## config.mk

```make
export PLATFORM = sky130hd
export DESIGN_NAME = signed_min_tracker
export DESIGN_NICKNAME = d
export VERILOG_FILES = /design/src/rtl/signed_min_tracker_pkg.sv /design/src/rtl/signed_min_tracker_cmp.sv /design/src/rtl/signed_min_tracker.sv
export SDC_FILE = /design/constraint.sdc
export NUM_CORES = 1
export LEC_CHECK = 0
export ABC_AREA = 1
export BUFFER_PORTS_ARGS = -buffer_cell sky130_fd_sc_hd__clkbuf_2
export CORE_UTILIZATION = 34
export DETAILED_ROUTE_END_ITERATION = 8
export GPL_TIMING_DRIVEN = 0
export PLACE_DENSITY = 0.58
export SLEW_MARGIN = 40
export SYNTH_ARGS = -nofsm -noshare
export SYNTH_HDL_FRONTEND = slang
export SYNTH_SLANG_ARGS = --single-unit
```

## constraint.sdc

```tcl
create_clock -name clk -period 1.8 [get_ports clk]
set_input_delay 0.09 -clock clk [delete_from_list [all_inputs] [get_ports clk]]
set_output_delay 0.09 -clock clk [all_outputs]
set_load 0.05 [all_outputs]
```

## src/rtl/signed_min_tracker_pkg.sv

```systemverilog
// Shared types and defaults for the signed minimum tracker.
package signed_min_tracker_pkg;

  typedef enum logic [1:0] {
    EMPTY = 2'd0,
    ACCUM = 2'd1,
    HOLD  = 2'd2
  } state_t;

  localparam int unsigned WIDTH_DEF   = 32;
  localparam int unsigned IDX_W_DEF   = 16;
  localparam int unsigned CNT_SAT_DEF = (1 << IDX_W_DEF) - 1;

endpackage

```

## src/rtl/signed_min_tracker_cmp.sv

```systemverilog
// Combinational two's-complement strict less-than comparator.
module signed_lt_cmp #(
  parameter int unsigned WIDTH = 32
) (
  input  logic [WIDTH-1:0] a,
  input  logic [WIDTH-1:0] b,
  output logic             lt
);

  assign lt = $signed(a) < $signed(b);

endmodule

```

## src/rtl/signed_min_tracker.sv

```systemverilog
// Per-frame signed minimum, first index of the minimum and saturating word count
// over a valid/ready stream; one result per frame on a valid/ready output.
module signed_min_tracker
  import signed_min_tracker_pkg::*;
#(
  parameter int unsigned WIDTH = WIDTH_DEF,
  parameter int unsigned IDX_W = IDX_W_DEF
) (
  input  logic             clk,
  input  logic             rst,
  input  logic             in_valid,
  output logic             in_ready,
  input  logic [WIDTH-1:0] in_data,
  input  logic             in_last,
  output logic             out_valid,
  input  logic             out_ready,
  output logic [WIDTH-1:0] out_min,
  output logic [IDX_W-1:0] out_idx,
  output logic [IDX_W-1:0] out_count,
  output logic             out_ovf
);

  localparam logic [IDX_W-1:0] SAT = '1;

  state_t           state, state_n;
  logic [WIDTH-1:0] cur_min, min_n;
  logic [IDX_W-1:0] cur_idx, idx_n;
  logic [IDX_W-1:0] cnt, cnt_n;
  logic             ovf, ovf_n;
  logic             lt;

  signed_lt_cmp #(.WIDTH(WIDTH)) u_cmp (
    .a  (in_data),
    .b  (cur_min),
    .lt (lt)
  );

  // Ready is held low while reset is asserted; otherwise only the registered state matters.
  assign in_ready  = !rst && (state != HOLD);
  assign out_valid = (state == HOLD);
  assign out_min   = cur_min;
  assign out_idx   = cur_idx;
  assign out_count = cnt;
  assign out_ovf   = ovf;

  always_comb begin
    state_n = state;
    min_n   = cur_min;
    idx_n   = cur_idx;
    cnt_n   = cnt;
    ovf_n   = ovf;
    unique case (state)
      EMPTY: begin
        if (in_valid) begin
          min_n   = in_data;
          idx_n   = '0;
          cnt_n   = IDX_W'(1);
          ovf_n   = 1'b0;
          state_n = in_last ? HOLD : ACCUM;
        end
      end
      ACCUM: begin
        if (in_valid) begin
          if (cnt == SAT) ovf_n = 1'b1;
          else            cnt_n = cnt + 1'b1;
          // Once the count is pinned the index can no longer be trusted, so it freezes.
          if (lt) begin
            min_n = in_data;
            if (cnt != SAT) idx_n = cnt;
          end
          if (in_last) state_n = HOLD;
        end
      end
      HOLD: begin
        if (out_ready) begin
          state_n = EMPTY;
          min_n   = '0;
          idx_n   = '0;
          cnt_n   = '0;
          ovf_n   = 1'b0;
        end
      end
      default: state_n = EMPTY;
    endcase
  end

  always_ff @(posedge clk) begin
    if (rst) begin
      state   <= EMPTY;
      cur_min <= '0;
      cur_idx <= '0;
      cnt     <= '0;
      ovf     <= 1'b0;
    end else begin
      state   <= state_n;
      cur_min <= min_n;
      cur_idx <= idx_n;
      cnt     <= cnt_n;
      ovf     <= ovf_n;
    end
  end

endmodule
```

# [Yosys cells after proc, flatten, opt, wreduce, memory -nomap -nowiden]
# Index checks and enable logic that the tools add are counted.
[op_classes] addsub=1 multipliers=0 div_mod_pow=0 order_cmp=1 eq_ne=13 n_shift=0 muxes=26 bitwise=0 reduce_logical=9
[ops] operator="two-way mux 16 bit" n=8
[ops] operator="two-way mux 32 bit" n=4
[ops] operator="case mux 16 bit (3 select lines)" n=2
[ops] operator="case mux 32 bit (3 select lines)" n=1
[ops] operator="< comparator 32 bit" n=1
[ops] operator="adder 16 x 1 -> 16 bit, second input constant" n=1
[ops] operator="equality test 16 bit, second input constant" n=1
[ops] operator="inequality test 16 bit, second input constant" n=1
[ops] operator="inequality test 2 bit, second input constant" n=8
[ops] operator="AND reduction 5 bit" n=3
[ops] operator="two-way mux 2 bit" n=5
[ops] operator="case mux 2 bit (3 select lines)" n=1
[ops] operator="AND reduction 6 bit" n=1
[ops] operator="two-way mux 1 bit" n=4
[ops] operator="AND reduction 4 bit" n=1
[ops] operator="case mux 1 bit (3 select lines)" n=1
[ops] operator="nonzero test 3 bit" n=1
[ops] operator="equality test 2 x 1 -> 1 bit, second input constant" n=1
[ops] operator="equality test 2 bit, second input constant" n=1
[ops] operator="zero test 2 bit" n=1
[ops] operator="inequality test 2 x 1 -> 1 bit, second input constant" n=1
[ops] operator="logical AND 1 bit" n=1
[ops] operator="zero test 1 bit" n=1
[word_totals] register_bits=67 latchBits=0 ram_bits=0 romBits=0 wordCells=55 mem_count=0

# [Depth between registers and ports, before layout]
# Gate-level depths: netlist of run 1.
[logic_depth] ltp_word=5 mapped_depth=20 mapped_depth_nobuf=18

# [Hierarchy]
# A second synthesis of run 1 with hierarchy kept.
[hier_totals] cells_unflattened=568 hier_area_um2=4037.6
[modules_own_cells] mod="signed_min_tracker" n_inst=1 cells_each=433 area_per_inst_um2=3199.3
[modules_own_cells] mod="signed_lt_cmp" n_inst=1 cells_each=135 area_per_inst_um2=838.3

# [Least setup slack after synthesis of run 1]
# Ideal clock, no wire load.
[synth_path] kind="reg-to-reg" start="register cur_min[31], in the netlist out_min[31]" end="register cur_min[4], in the netlist out_min[4]" setup_ns=0.113 arrival_ns=2.228 required_time_ns=1.687 setup_slack_ns=-0.541 path_stages_with_launch=16 path_buffers=2 synth_period_minus_slack_ns=2.341 cell_sequence="dfxtp_1 inv_1 ha_1 a21oi_1 o21a_1 nand2_1 a21oi_1 nand2_1 nand2_1 nand3_2 nand2_1 buf_6 buf_6 nand2_1 nand2_1 nor2_1"
[synth_between] elab_chain_cells=3
[synth_lines] element="start, declared" line="signed_min_tracker.sv:26" source="logic [WIDTH-1:0] cur_min, min_n;"
[synth_lines] element="start signal, assigned" line="signed_min_tracker.sv:96" source="cur_min <= min_n;"
[synth_lines] element="< comparator 32 bit" line="signed_min_tracker_cmp.sv:10" source="assign lt = $signed(a) < $signed(b);"
[synth_lines] element="inequality test 2 bit (no source line)"
[synth_lines] element="AND reduction 5 bit (no source line)"
# Every way passes these cells.
# A chain may end at the register's enable or synchronous reset.

# [Worst setup path after layout of run 1]
[layout_path] start="register cur_min[22], in the netlist out_min[22]" end="register cur_idx[13], in the netlist out_idx[13]"
[layout_between] elab_chain_cells=3
[layout_lines] element="< comparator 32 bit" line="signed_min_tracker_cmp.sv:10"
[layout_lines] element="inequality test 2 bit (no source line)"
[layout_lines] element="AND reduction 6 bit (no source line)"
[layout_lines] element="end signal, assigned" line="signed_min_tracker.sv:97" source="cur_idx <= idx_n;"
[layout_lines] element="end, declared" line="signed_min_tracker.sv:27" source="logic [IDX_W-1:0] cur_idx, idx_n;"
# Every way passes these cells.

==> reports/qor.csv, run 1 <==
metric,value,unit
status,finished with violations,
failed_checks,setup timing,
max_slew.worst_pin.slew,0.5768,ns
synth_commonest_cells,"nand2_1, nor2_1, inv_1, dfxtp_1, a21oi_1",
grt_busiest_layer,met2,
worstSetupEndpointType,flop,
die-area,0.01228,sq mm
grt_pass1_wl,20780,um
synth-main-ff-cell,dfxtp_1,
power_density,1327,mW/mm^2
grt_max_degree,14,
diodes,0,
cts.sinks,67,
hold_violations,0,
grt_use_met3,0.04975,
rows,39,
nets,855,
synthDistinctLibCells,36,
ys_seq_area_frac,0.3332,
clk_pin_slew,0.06,ns
viasPerCell,4.847,
dp_cells,870,
dp_hpwl,8634,um
worstSetupPathType,flop to flop,
die_h,110.8,um
rsz0062_at_grt,true,
synth_warnings,0,
syn-num-nets,697,
synth-edff-count,0,
final_cells,930,
wire_per_inst,13.98,um
maxCapViolCount,0,
setup_violations,62,
drtIter0Drc,193,
die_x,110.8,um
clockRootBuffer,clkbuf_16,
worstPathRequired,2.05,ns
finalWorstSetupSlack,-0.3940,ns
hold_slack,0.02731,ns
synth_most_common_cell,nand2_1,
core_area,0.01147,sq mm
worstPathArrival,2.44,ns
grt_use_met1,0.2553,
vias,4508,
finClkSkew,0.008277,ns
drt_first_pass_iters,5,
htree_levels,3,
clockBufferDepth,2,
leakage,0.003100,uW
async_flop_share,0,
synth_top_area_frac,0.3332,
initial_core_util,0.3510,
use_met2,0.3640,
slew_violations,0,
first_global_vias,4359,
wirelength,13000,um
cp_slowest_cell,dfxtp_4,
irDropWorstVdd,0.8111,mV
final.fill_count,1064,
ff2ff_path_depth,17,
antenna_found_initial,0,
syn_inst,624,
multi_input_area,0.002939,sq mm
slew_headroom,0.6155,
io_pins,104,
seq_area,0.001488,sq mm
period_needed,2.194,ns
final_util,0.5649,
cp_cell_sequence,"inv_1, ha_1, nand2_2, nor2_1, nor2_1, nand3_2, a21oi_4, nand2_2, nand2_4, nand3_4, buf_6, buf_12, nand2_8, buf_6, nand2_2, nand2_1, nor2_1",
synthesis.area,0.004025,sq mm
min_path_cells,2,
startpoint_type,flop,
syn2layout_area_growth,60.93,%
overflow,0,
critPathMaxFanout,5,
avgSynthCellArea,6.450,sq um
place.gp.congestion,0.7892,
drive_above_1_share,0.4917,
synth_seq_cells,67,
drtAntennaViolNets,0,
track_usage,0.2124,
synth_area_leaders,"dfxtp_1, nand2_1, ha_1",
cts-buffers-inserted,9,
clk_latency,0.35,ns
min_path_type,input pin to flop,
fmax,455.8,MHz
io_buffer_count,103,
critPathMaxStageDelay,0.34,ns
hold_buffers,0,
yosysTopAreaCell,dfxtp_1,
drc,0,
r2r_slack,-0.39,ns
cts_tree,yes,
period_share,1.219,
registers in the layout (all words and copies together), names as in the netlist:
signal	flops
out_count	16
out_ovf	1
out_min	32
out_idx	16
state	2
metrics by stage:
stage | setup slack, ns | cell area [sq um] | setup TNS [ns] | total power (uW)
global placement | -0.3868 | 5016 | -17.70 | 5425
detailed placement | -0.4392 | 5016 | -19.18 | 5482
floorplan | -0.2074 | 4322 | -6.703 | 4709
CTS | -0.3323 | 6162 | -12.72 | 8284
global route | -0.5328 | 6477 | -23.96 | 9127
finish | -0.3940 | 6477 | -15.73 | 8598
path summary, 6_finish.rpt:
path | to | startpoint
hold reg to reg | out_idx[1] | out_idx[1]
setup / recovery | out_idx[13] | out_min[22]
hold / removal | state[1] | rst
setup reg to reg | out_idx[13] | out_min[22]
worst max-delay path, delay by kind of cell (launching register included):
kind                       cells  cell delay (ns)
adders and majority gates      1             0.28
DFF                            1             0.34
AOI/OAI and AO/OA              1             0.22
and+or+nand+nor               11             0.84
buffers and inverters          4             0.43
layout by cell type, fill, tap and decap left out, types with 15 or more instances in the layout:
| cell | Yosys | routed |
|---|---|---|
| buf_6 | 5 | 25 |
| ha_4 | 0 | 22 |
| dfxtp_1 | 67 | 18 |
| nand2_2 | 1 | 26 |
| nor2_2 | 1 | 17 |
| a21oi_1 | 48 | 25 |
| buf_4 | 1 | 27 |
| a21oi_2 | 0 | 22 |
| inv_2 | 2 | 19 |
| nand2_1 | 155 | 125 |
| nand3_1 | 31 | 17 |
| dfxtp_4 | 0 | 34 |
| clkbuf_2 | 0 | 102 |
| dfxtp_2 | 0 | 15 |
| nor2_1 | 117 | 95 |
| inv_1 | 95 | 73 |
logic make-up after synthesis:
logic type / synth area share
AO/OA/AOI/OAI: 0.1007
XOR/XNOR: 0.002176
adder cells (fa/ha/maj): 0.1119
buffers and inverters: 0.1274
flip-flops: 0.3332
AND/OR/NAND/NOR: 0.3245
layout make-up:
| class | count | area share |
|---|---|---|
| Multi-Input combinational cell | 435 | 0.4537 |
| Sequential cell | 67 | 0.2297 |
| Timing Repair Buffer | 148 | 0.1536 |
| Inverter | 97 | 0.05833 |
| Clock buffer | 9 | 0.03477 |
| Buffer | 24 | 0.03052 |
| Tap cell | 143 | 0.02762 |
| Clock inverter | 7 | 0.01178 |
metal layers:
layer  share of wire  vias to the layer above
li1                -                     2271
met1            0.43                     2095
met2            0.51                      117
met3           0.039                       25
met4           0.023                        0
met5               0                        -
power by group:
group | leakage (uW) | internal, uW | switching (uW)
sequential | 0.000580 | 1860 | 215
clock | 0.000150 | 1080 | 739
combinational | 0.00237 | 1790 | 2910
what timing repair did:
item,CTS,global route
buffers inserted,31,7
resized for setup,119,86
cloned,8,1
setup endpoints to repair,66,66
pin swaps,24,41
Power figures use the tool's default switching activity.
==> inputs of run 2 (changes only) <==
--- a/config.mk
+++ b/config.mk
@@ -9,9 +9,11 @@
 export BUFFER_PORTS_ARGS = -buffer_cell sky130_fd_sc_hd__clkbuf_2
 export CORE_UTILIZATION = 34
 export DETAILED_ROUTE_END_ITERATION = 8
+export GPL_ROUTABILITY_DRIVEN = 1
 export GPL_TIMING_DRIVEN = 0
 export PLACE_DENSITY = 0.58
 export SLEW_MARGIN = 40
 export SYNTH_ARGS = -nofsm -noshare
 export SYNTH_HDL_FRONTEND = slang
 export SYNTH_SLANG_ARGS = --single-unit
+export TNS_END_PERCENT = 1
==> reports/qor.csv, run 2 (same netlist as run 1, synthesis figures left out) <==
metric,value,unit,change
status,finished with violations,,
failed_checks,setup timing,,
cp_cell_sequence,"inv_1, ha_1, a21oi_1, o21a_1, nand2_1, a21oi_4, nand3_4, nand3_4, nand2_4, buf_8, buf_8, nand2_2, nand2_1, nor2_1",,
r2r_slack,-0.35,ns,+0.04 ns
period_needed,2.152,ns,-0.04172 ns
worstSetupPathType,flop to flop,,
min_path_cells,2,,unchanged
rsz0062_at_grt,true,,
final_common_cell,nand2_1,,
drc,0,,unchanged
critPathMaxStageDelay,0.34,ns,about the same
syn2layout_area_growth,45.17,%,
hold_violations,0,,unchanged
drtIter0Drc,183,,-5.2%
whs_endpoint,state[1],,
fmax,464.6,MHz,+1.9%
grt_pass1_wl,18930,um,-8.9%
critPathTopFamily,simple AND/OR/NAND/NOR gates,,
antenna_found_initial,0,,unchanged
period_share,1.196,,-0.02318
wire_per_inst,13.21,um,-5.5%
die-area,0.01228,sq mm,unchanged
power_density,1350,mW/mm^2,+1.7%
dp_hpwl,8755,um,+1.4%
hold_slack,0.04628,ns,+0.01897 ns
io_pins,104,,unchanged
clockRootBuffer,clkbuf_16,,
slew_violations,0,,unchanged
clk_latency,0.34,ns,about the same
place.gp.congestion,0.8219,,+4.1%
drtAntennaViolNets,0,,unchanged
maxCapViolCount,0,,unchanged
slew_headroom,0.5932,,-0.02230
wirelength,11900,um,-8.4%
htree_levels,3,,unchanged
grt_max_degree,13,,-1
ff2ff_path_depth,14,,-3
worstPathArrival,2.41,ns,-0.03 ns
startpoint_type,flop,,
rows,39,,unchanged
setup_tns,-15.07,ns,+0.6623 ns
reg2reg_from,out_min[29],,
diodes,0,,unchanged
clk_pin_slew,0.06,ns,about the same
critPathMaxFanout,8,,+3
final.fill_count,1124,,+5.6%
cts.sinks,67,,unchanged
min_path_type,input pin to flop,,
finalWorstSetupSlack,-0.3523,ns,+0.04172 ns
initial_core_util,0.3510,,unchanged
path_buf_inv,3,,-1
first_global_vias,4011,,-8.0%
viasPerCell,4.709,,-2.8%
max_slew.worst_pin.slew,0.6102,ns,+0.03345 ns
overflow,0,,unchanged
nets,826,,-3.4%
leakage,0.002897,uW,-6.5%
track_usage,0.1908,,-0.02157
finClkSkew,0.006549,ns,-0.001728 ns
core_area,0.01147,sq mm,unchanged
layout_common_cells,"nand2_1, nor2_1, clkbuf_2",,
setup_violations,65,,+4.8%
cts-buffers-inserted,9,,unchanged
worstSetupEndpointType,flop,,
r2r_end,out_min[11],,
die_h,110.8,um,unchanged
hold_start,rst,,
clockBufferDepth,2,,unchanged
drive_above_1_share,0.3839,,-0.1078
vias,4243,,-5.9%
largest_reg_flops,32,,unchanged
drt_first_pass_iters,4,,-1
cts_tree,yes,,
io_buffer_count,103,,unchanged
worstPathRequired,2.06,ns,about the same
irDropWorstVdd,0.7011,mV,-14%
die_x,110.8,um,unchanged
cp_slowest_cell,dfxtp_4,,
[run 2: cell count changes in the layout (fill, tap and decap cells not counted), sizes merged]
cell and change:
inv +1, clkinv -2, clkbuf +4, buf -31, bufinv -1
[run 2: cell type report]
class	count	area, sq um	area share
clock inverter	5	28.78	0.004925
clock buffer	11	275.3	0.04711
inverter	97	375.4	0.06424
multi-input combinational	435	2651	0.4537
tap	143	178.9	0.03062
timing repair buffer	118	670.6	0.1148
sequential	67	1463	0.2503
buffer	25	200.2	0.03426
[run 2: per-layer routing]
| layer | track usage | share of wire | vias to the layer above | routed length, um |
|---|---|---|---|---|
| met5 | 0 | 0 | - | 0 |
| met4 | 0.06222 | 0.017 | 0 | 208 |
| met3 | 0.04429 | 0.048 | 18 | 572 |
| met2 | 0.3230 | 0.49 | 94 | 5795 |
| met1 | 0.2380 | 0.45 | 1931 | 5328 |
| li1 | - | - | 2200 | - |
[run 2: metrics by stage]
stage / power, uW / setup slack [ns] / utilization / std cells / instance area, sq um
6_report: 7885 / -0.3523 / 0.5095 / 901 / 5843
2_1_floorplan: 4659 / -0.2130 / - / 624 / 4250
3_5_place_dp: 5440 / -0.5461 / 0.4312 / 870 / 4945
4_1_cts: 7381 / -0.3483 / 0.4678 / 890 / 5364
5_1_grt: 8402 / -0.4994 / 0.5095 / 901 / 5843
3_3_place_gp: 5378 / -0.5665 / 0.4312 / 870 / 4945
[run 2: timing repair]
action                     in CTS  in global routing
pin swaps                       2                 30
setup endpoints to repair      66                 67
buffers inserted                3                 11
hold buffers                    0                  0
gates cloned                    1                  1
gates resized for setup        23                104
[run 2: how the worst max path moves through the flow]
stage,to,slack (ns),from,cells past startpoint
final,out_min[11],-0.35,out_min[29],14
after floorplan,out_min[8],-0.21,out_min[21],16
after global routing,out_min[11],-0.50,out_min[3],20
after global placement,out_count[8],-0.57,state[0],10
after CTS,out_idx[12],-0.35,out_count[0],12
after detailed placement,out_count[8],-0.55,state[0],10
[run 2: power by group]
| part | switching [uW] | internal [uW] | total, uW |
|---|---|---|---|
| clock network | 699 | 1100 | 1800 |
| registers | 221 | 1860 | 2080 |
| logic | 2630 | 1370 | 4010 |
==> inputs of run 3 (changes only) <==
--- a/config.mk
+++ b/config.mk
@@ -7,11 +7,11 @@
 export LEC_CHECK = 0
 export ABC_AREA = 1
 export BUFFER_PORTS_ARGS = -buffer_cell sky130_fd_sc_hd__clkbuf_2
-export CORE_UTILIZATION = 34
+export CORE_UTILIZATION = 30
 export DETAILED_ROUTE_END_ITERATION = 8
 export GPL_ROUTABILITY_DRIVEN = 1
 export GPL_TIMING_DRIVEN = 0
-export PLACE_DENSITY = 0.58
+export PLACE_DENSITY = 0.53
 export SLEW_MARGIN = 40
 export SYNTH_ARGS = -nofsm -noshare
 export SYNTH_HDL_FRONTEND = slang
==> reports/qor.csv, run 3 (same netlist as run 1, synthesis figures left out) <==
metric,value,unit,change
status,finished with violations,,
failed_checks,setup timing,,
irDropWorstVdd,0.4113,mV,-41%
rsz0062_at_grt,true,,
overflow,0,,unchanged
vias,4203,,-0.94%
power_density,1356,mW/mm^2,+0.46%
wirelength,12130,um,+1.9%
dp_hpwl,9072,um,+3.6%
slew_headroom,0.6167,,+0.02355
maxCapViolCount,0,,unchanged
startpoint_type,flop,,
clockBufferDepth,2,,unchanged
critPathMaxFanout,7,,-1
grt_max_degree,13,,unchanged
slew_violations,0,,unchanged
hold_slack,0.05517,ns,+0.008890 ns
finalWorstSetupSlack,-0.3980,ns,-0.04570 ns
die-area,0.01388,sq mm,+13%
htree_levels,3,,unchanged
first_global_vias,4104,,+2.3%
path_buf_inv,3,,unchanged
hold_violations,0,,unchanged
drtAntennaViolNets,0,,unchanged
period_share,1.221,,+0.02539
die_h,117.8,um,+6.3%
antenna_found_initial,0,,unchanged
clockRootBuffer,clkbuf_16,,
drive_above_1_share,0.3471,,-0.03683
cts-buffers-inserted,9,,unchanged
final.fill_count,1353,,+20%
critPathMaxStageDelay,0.35,ns,about the same
leakage,0.002850,uW,-1.6%
cts_tree,yes,,
grt_pass1_wl,19580,um,+3.4%
cp_slowest_cell,dfxtp_4,,
worstSetupPathType,flop to flop,,
critPathTopFamily,simple AND/OR/NAND/NOR gates,,
wire_per_inst,13.13,um,-0.63%
drc,0,,unchanged
critPathLaunch,out_min[3],,
hold_start,rst,,
max_slew.worst_pin.slew,0.5749,ns,-0.03533 ns
cp_cell_sequence,"inv_2, ha_4, a21oi_1, nand2_2, nand2_1, nand2_1, nand2_1, nand2_1, nand2_2, nand2_2, nand2_4, nand3_4, nand2_4, buf_8, clkbuf_16, nand2_1, nand2_1, nor2_1",,
largest_reg_flops,32,,unchanged
cts.sinks,67,,unchanged
syn2layout_area_growth,42.06,%,
finClkSkew,0.005765,ns,-0.0007837 ns
worstPathRequired,2.03,ns,-0.03 ns
viasPerCell,4.549,,-3.4%
drt_first_pass_iters,4,,unchanged
worstPathArrival,2.43,ns,+0.02 ns
worstSetupEndpointType,flop,,
rows,41,,+5.1%
reg2reg_from,out_min[3],,
place.gp.congestion,0.8135,,-1.0%
cpMostUsedCell,nand2_1,,
fmax,455.0,MHz,-2.1%
die_x,117.8,um,+6.3%
diodes,0,,unchanged
clk_latency,0.34,ns,about the same
period_needed,2.198,ns,+0.04570 ns
min_path_type,input pin to flop,,
drtIter0Drc,194,,+6.0%
setup_violations,63,,-3.1%
io_pins,104,,unchanged
clk_pin_slew,0.06,ns,about the same
core_area,0.01282,sq mm,+12%
layout_common_cells,"nand2_1, nor2_1, clkbuf_2",,
power.total,7752,uW,-1.7%
initial_core_util,0.3139,,-0.03716
track_usage,0.1772,,-0.01362
io_buffer_count,103,,unchanged
final_common_cell,nand2_1,,
nets,820,,-0.73%
r2r_slack,-0.40,ns,-0.05 ns
run 3: routing by layer:
| metal | vias up | share of wire | track usage |
|---|---|---|---|
| met4 | 0 | 0.014 | 0.05849 |
| met1 | 1893 | 0.44 | 0.2142 |
| met3 | 13 | 0.047 | 0.04118 |
| met2 | 99 | 0.49 | 0.3070 |
| met5 | - | 0 | 0 |
| li1 | 2198 | - | - |
run 3: where the power goes:
part / internal, uW / total (uW) / leakage (uW) / switching (uW)
registers: 1860 / 2070 / 0.000572 / 213
clock network: 1180 / 1880 / 0.000163 / 697
logic: 1250 / 3800 / 0.00212 / 2550
total: 4290 / 7750 / 0.00285 / 3460
run 3: repair_timing:
action	4_1_cts	5_1_grt
gates resized for setup	36	41
endpoints found under the hold margin	0	0
hold buffers	0	0
pin swaps	5	30
setup buffers	5	3
setup endpoints to repair	66	66
cloned	1	1
run 3: cell type report:
| class | instances | area (sq um) | share of cell area |
|---|---|---|---|
| plain buffers | 25 | 182.7 | 0.03195 |
| clock buffers | 13 | 302.8 | 0.05295 |
| clock inverters | 3 | 23.77 | 0.004158 |
| inverters | 97 | 372.9 | 0.06521 |
| multi-input cells | 435 | 2539 | 0.4440 |
| flip-flops and latches | 67 | 1460 | 0.2554 |
| well taps | 172 | 215.2 | 0.03764 |
| repair buffers | 112 | 621.8 | 0.1088 |
run 3: final timing paths:
check | depth (start not counted) | end
setup / recovery | 18 | out_min[10]
setup reg to reg | 18 | out_min[10]
hold reg to reg | 2 | out_idx[7]
hold / removal | 2 | state[1]
run 3: metrics by stage:
stage | setup TNS [ns] | area, sq um | util | cells | worst slack (ns)
floorplan | -9.175 | 4250 | - | 624 | -0.2130
global placement | -23.04 | 4981 | 0.3884 | 899 | -0.5602
detailed placement | -27.13 | 4981 | 0.3884 | 899 | -0.6812
CTS | -14.74 | 5498 | 0.4287 | 920 | -0.3308
global route | -25.18 | 5718 | 0.4459 | 924 | -0.5288
finish | -16.16 | 5718 | 0.4459 | 924 | -0.3980
run 3: worst register-to-register path: stages (launching register included):
cell and delay, ns:
dfxtp_4 0.35, inv_2 0.04, ha_4 0.21, a21oi_1 0.21, nand2_2 0.09, nand2_1 0.08, nand2_1 0.07, nand2_1 0.07
nand2_1 0.05, nand2_2 0.09, nand2_2 0.07, nand2_4 0.09, nand3_4 0.12, nand2_4 0.11, buf_8 0.14, clkbuf_16 0.15
nand2_1 0.04, nand2_1 0.05, nor2_1 0.05
